**src/rtl/one_hot_mux_arbiter.sv**
```systemverilog
// Round-robin arbiter for four requesters with a bounded hold time.
// Its registered one-hot grant also selects the data bit that is forwarded to y_o.
module one_hot_mux_arbiter #(
  parameter int unsigned MAX_HOLD = 4
) (
  input  logic       clk,
  input  logic       reset_n,
  input  logic [3:0] req_i,
  input  logic [3:0] last_i,
  input  logic [3:0] a_i,
  output logic [3:0] gnt_o,
  output logic       busy_o,
  output logic       y_o,
  output logic       valid_o
);

  localparam int unsigned N      = 4;
  localparam int unsigned PTR_W  = 2;
  localparam int unsigned HOLD_W = 4;

  typedef enum logic {
    IDLE  = 1'b0,
    GRANT = 1'b1
  } state_e;

  state_e              state_q, state_d;
  logic [N-1:0]        gnt_q, gnt_d;
  logic [PTR_W-1:0]    ptr_q, ptr_d;
  logic [HOLD_W-1:0]   hold_q, hold_d;
  logic                busy_q, y_q, valid_q;

  logic                pick_found;
  logic [PTR_W-1:0]    pick_idx;
  logic [PTR_W-1:0]    cand;
  logic [PTR_W-1:0]    cur_idx;
  logic                release_c;

  // First requester in search order ptr, ptr+1, ptr+2, ptr+3 (mod 4)
  always_comb begin
    pick_found = 1'b0;
    pick_idx   = ptr_q;
    cand       = '0;
    for (int unsigned i = 0; i < N; i++) begin
      cand = ptr_q + PTR_W'(i);
      if (!pick_found && req_i[cand]) begin
        pick_found = 1'b1;
        pick_idx   = cand;
      end
    end
  end

  // ptr always sits one past the current grantee, so the grantee is ptr-1
  assign cur_idx   = ptr_q - PTR_W'(1);
  assign release_c = last_i[cur_idx] | ~req_i[cur_idx] | (hold_q == HOLD_W'(MAX_HOLD));

  always_comb begin
    state_d = state_q;
    gnt_d   = gnt_q;
    ptr_d   = ptr_q;
    hold_d  = hold_q;
    case (state_q)
      IDLE: begin
        if (pick_found) begin
          state_d = GRANT;
          gnt_d   = N'(1) << pick_idx;
          ptr_d   = pick_idx + PTR_W'(1);
          hold_d  = HOLD_W'(1);
        end
      end
      GRANT: begin
        if (!release_c) begin
          hold_d = hold_q + HOLD_W'(1);
        end else if (pick_found) begin
          gnt_d  = N'(1) << pick_idx;
          ptr_d  = pick_idx + PTR_W'(1);
          hold_d = HOLD_W'(1);
        end else begin
          state_d = IDLE;
          gnt_d   = '0;
          hold_d  = '0;
        end
      end
      default: begin
        state_d = IDLE;
        gnt_d   = '0;
        hold_d  = '0;
      end
    endcase
  end

  always_ff @(posedge clk or negedge reset_n) begin
    if (!reset_n) begin
      state_q <= IDLE;
      gnt_q   <= '0;
      ptr_q   <= '0;
      hold_q  <= '0;
      busy_q  <= 1'b0;
      y_q     <= 1'b0;
      valid_q <= 1'b0;
    end else begin
      state_q <= state_d;
      gnt_q   <= gnt_d;
      ptr_q   <= ptr_d;
      hold_q  <= hold_d;
      busy_q  <= |gnt_d;
      // Data path lags the grant by one cycle
      y_q     <= |(a_i & gnt_q);
      valid_q <= |gnt_q;
    end
  end

  assign gnt_o   = gnt_q;
  assign busy_o  = busy_q;
  assign y_o     = y_q;
  assign valid_o = valid_q;

endmodule

```
**config.mk**
```make
export PLATFORM = sky130hd
export DESIGN_NAME = one_hot_mux_arbiter
export DESIGN_NICKNAME = d
export VERILOG_FILES = /design/src/rtl/one_hot_mux_arbiter.sv
export SDC_FILE = /design/constraint.sdc
export NUM_CORES = 1
export LEC_CHECK = 0
export ABC_AREA = 1
export BUFFER_PORTS_ARGS = -buffer_cell sky130_fd_sc_hd__buf_2
export CAP_MARGIN = 20
export CORE_ASPECT_RATIO = 1.5
export CORE_MARGIN = 2
export CORE_UTILIZATION = 35
export DETAILED_ROUTE_END_ITERATION = 10
export PLACE_DENSITY = 0.66
export SETUP_SLACK_MARGIN = 0.05
export SYNTH_ARGS = -nofsm -noshare
export SYNTH_HDL_FRONTEND = slang
export SYNTH_SLANG_ARGS = --single-unit
```
**constraint.sdc**
```tcl
create_clock -name clk -period 2.76 [get_ports clk]
set_clock_uncertainty 0.15 [all_clocks]
set_input_delay 0.276 -clock clk [delete_from_list [all_inputs] [get_ports clk]]
set_output_delay 0.276 -clock clk [all_outputs]
set_load 0.005 [all_outputs]
```
==> metrics.csv <==
stage,metric,value,unit
job,cap_violations,0,
power_and_ir_drop,power_frac_clock,9.6,%
global_route,gr-usage-met3,2.33,%
sta,period_minus_slack,2420,ps
sta,fin_tns_setup,0,ps
route,routed_wl,1820,um
clocking,clockBufferDepth,2,
logic_synthesis,yosys-top-cells-area,"dfrtp_1 34%, nand2_1 15%, nand2_2 8.6%, ha_1 7.4%, inv_1 5.2%",
place,dp.cells,188,
sta,hold_viol,0,
die,die_h,70.1,um
finish,n_antenna_cell,0,
clocking,cts_resized,0,
sta,rsz0062_at_grt,false,
die,rows,24,
power_and_ir_drop,leakagePower,0.660,nW
place,pre_cts_slack,333,ps
route,route.detailed.wl_per_inst,9.45,um
clocking,cts_tree,built,
sta,worst_slew_pin_slew,422,ps
logic_synthesis,synth_top_area_share,34.4,%
global_route,grt_pass1_wl,3240,um
sta,post-route-period-util,87.7,%
logic_synthesis,syn_avg_cell_area,7.84,um^2
place,placed_area,1160,um^2
finish,fillers,293,
power_and_ir_drop,peakVddDrop,0.536,mV
power_and_ir_drop,sw_frac_of_total,51.1,%
logic_synthesis,ys_seq_area_share,34.4,%
finish,instances_no_fill,192,
finish,layout-drive-gt1-share,32.7,%
run_status,outcome,"complete, no violations",
global_route,grt_use_met2,23.1,%
sta,whs,95.3,ps
place,dpl.hpwl,1510,um
finish,design_area,1210,um^2
clocking,htree_levels,1,
clocking,clk_latency,230,ps
logic_synthesis,synth_nets,150,
critical_path,critPathArrivalTime,2400,ps
die,chipWidth,48.1,um
clocking,post-cts-setup-buffers,0,
worst_hold_path,hold_path_class,primary input to register,
critical_path,cp-end-kind,register,
sta,finalSetupViolCount,0,
power_and_ir_drop,comb_power_share,67.4,%
clocking,clock_sinks,14,
logic_synthesis,synthDistinctLibCells,23,
global_route,grt-ovfl-total,0,
clocking,numCtsBuffers,3,
power_and_ir_drop,finalPower,1.64,mW
route,viasPerCell,4.60,
route,ant_nets,0,
critical_path,required,2730,ps
sta,timing.final.ws_setup,339,ps
sta,slew_viol_final,0,
place,port_buffers,20,
global_route,grt.busiest_layer,met2,
route,vias,883,
critical_path,worstPathMaxFanout,12,
power_and_ir_drop,internal_power,802,uW
die,start_util,35.7,%
logic_synthesis,synth_area,1020,um^2
power_and_ir_drop,p_switching,839,uW
logic_synthesis,ys.flop_type,dfrtp_1,
logic_synthesis,syn_inst,130,
logic_synthesis,async_reset_ff_share,100,%
power_and_ir_drop,sequentialPowerShare,23.0,%
route,drc_errors,0,
finish,area_growth,18.5,%
sta,fmax,0.413,GHz
clocking,clk_pin_slew,50,ps
route,drt_iter0_drc,23,
die,dieArea,3370,um^2
logic_synthesis,yosys.area.top_type,dfrtp_1,
clocking,ctsRootBufferMaster,clkbuf_8,
global_route,grt_use_met1,13.6,%
global_route,antenna_found_initial,0,
logic_synthesis,yosysWarnings,0,
logic_synthesis,synth_commonest_cells,"40 x nand2_1, 14 x dfrtp_1, 14 x inv_1, 14 x nand2_2, 9 x nand3_1",
critical_path,worst_setup_path_start_kind,register,
route,firstDrtPassIters,4,
sta,relSlewSlack,71.8,%
global_route,grt_max_degree,15,
power_and_ir_drop,power_density,1360,nW/um^2
finish,post-route-util,42.4,%
place,place.gp.congestion,0.765,
finish,fin_nets,175,
logic_synthesis,synth_edf_count,0,
global_route,grt_usage,12.7,%
critical_path,r2r_setup_slack,340,ps
logic_synthesis,yosysMostFrequentCell,nand2_1,
global_route,grt_pass1_vias,850,
die,io_pins,21,
critical_path,path_class,register to register,
die,core_area,2850,um^2
logic_synthesis,yosys_register_bits,14,
cell usage in the layout, fill, tap and decap left out, drive strengths merged, types with 3 or more instances in the layout:
cell type / instances
nand2: 58
buf: 20
inv: 17
dfrtp: 14
nand3: 12
nor2: 7
ha: 6
o21ai: 5
a21oi: 3
clkbuf: 3
flip-flops by register name, indices dropped and copies added (netlist names):
register,count
busy_o,1
gnt_o,4
hold_q,4
ptr_q,2
state_q,1
valid_o,1
y_o,1
cells by family (layout without fill, tap and decap cells):
group / after synthesis / after routing / synth area share [%]
flip-flops: 14 / 14 / 34.4
adder cells (fa/ha/maj): 6 / 6 / 7.36
XOR/XNOR: 2 / 2 / 1.72
AO/OA/AOI/OAI: 10 / 10 / 5.15
buffers and inverters: 18 / 41 / 7.61
AND/OR/NAND/NOR: 80 / 80 / 43.8
power groups by stage:
stage | sequential, mW | combinational, mW | clock, mW
finish | 0.377 | 1.11 | 0.157
global route | 0.395 | 1.28 | 0.176
CTS | 0.378 | 1.13 | 0.162
detailed placement | 0.381 | 1.12 | 0
global placement | 0.378 | 1.09 | 0
floorplan | 0.354 | 0.953 | 0
critical path, stage by stage, from the launching register on:
cell and delay (ps):
dfrtp_1 600, inv_2 160, nand2_1 100, nand2_1 90, nand2_2 100, nand2_4 70, nor2_8 120, nand3_2 80
nand2_1 60, nor2_1 50, nor2_2 180, inv_1 80, ha_1 210, nand2_2 70, nand2_2 50, nor2_1 90
nand2_1 50
path summary, 6_finish.rpt:
| path | start | end | cells after the start |
|---|---|---|---|
| min in group asynchronous | reset_n | hold_q[3] | 2 |
| worst min register to register | gnt_o[1] | valid_o | 1 |
| max in group asynchronous | reset_n | ptr_q[0] | 2 |
| worst min-delay path | a_i[3] | y_o | 3 |
| worst max register to register | ptr_q[0] | busy_o | 16 |
| worst max-delay path | ptr_q[0] | busy_o | 16 |
cell type report:
cell class	count	area (um^2)	share of cell area, %
inverter	17	66.3	5.49
timing repair buffer	21	110	9.11
multi-input combinational	98	592	49.0
clock buffer	3	41.3	3.42
tap	39	48.8	4.04
sequential	14	350	29.0
per-layer routing:
metal | part of all wire [%] | vias to the layer above
met5 | 0 | -
met4 | 0.77 | 0
met3 | 1.8 | 2
met2 | 60 | 12
met1 | 37 | 415
li1 | - | 454
timing repair:
item / 4_1_cts / 5_1_grt
hold buffers: 1 / 0
endpoints found under the setup margin: 0 / 0
endpoints found under the hold margin: 14 / 0
(Power assumes the default switching activity.)
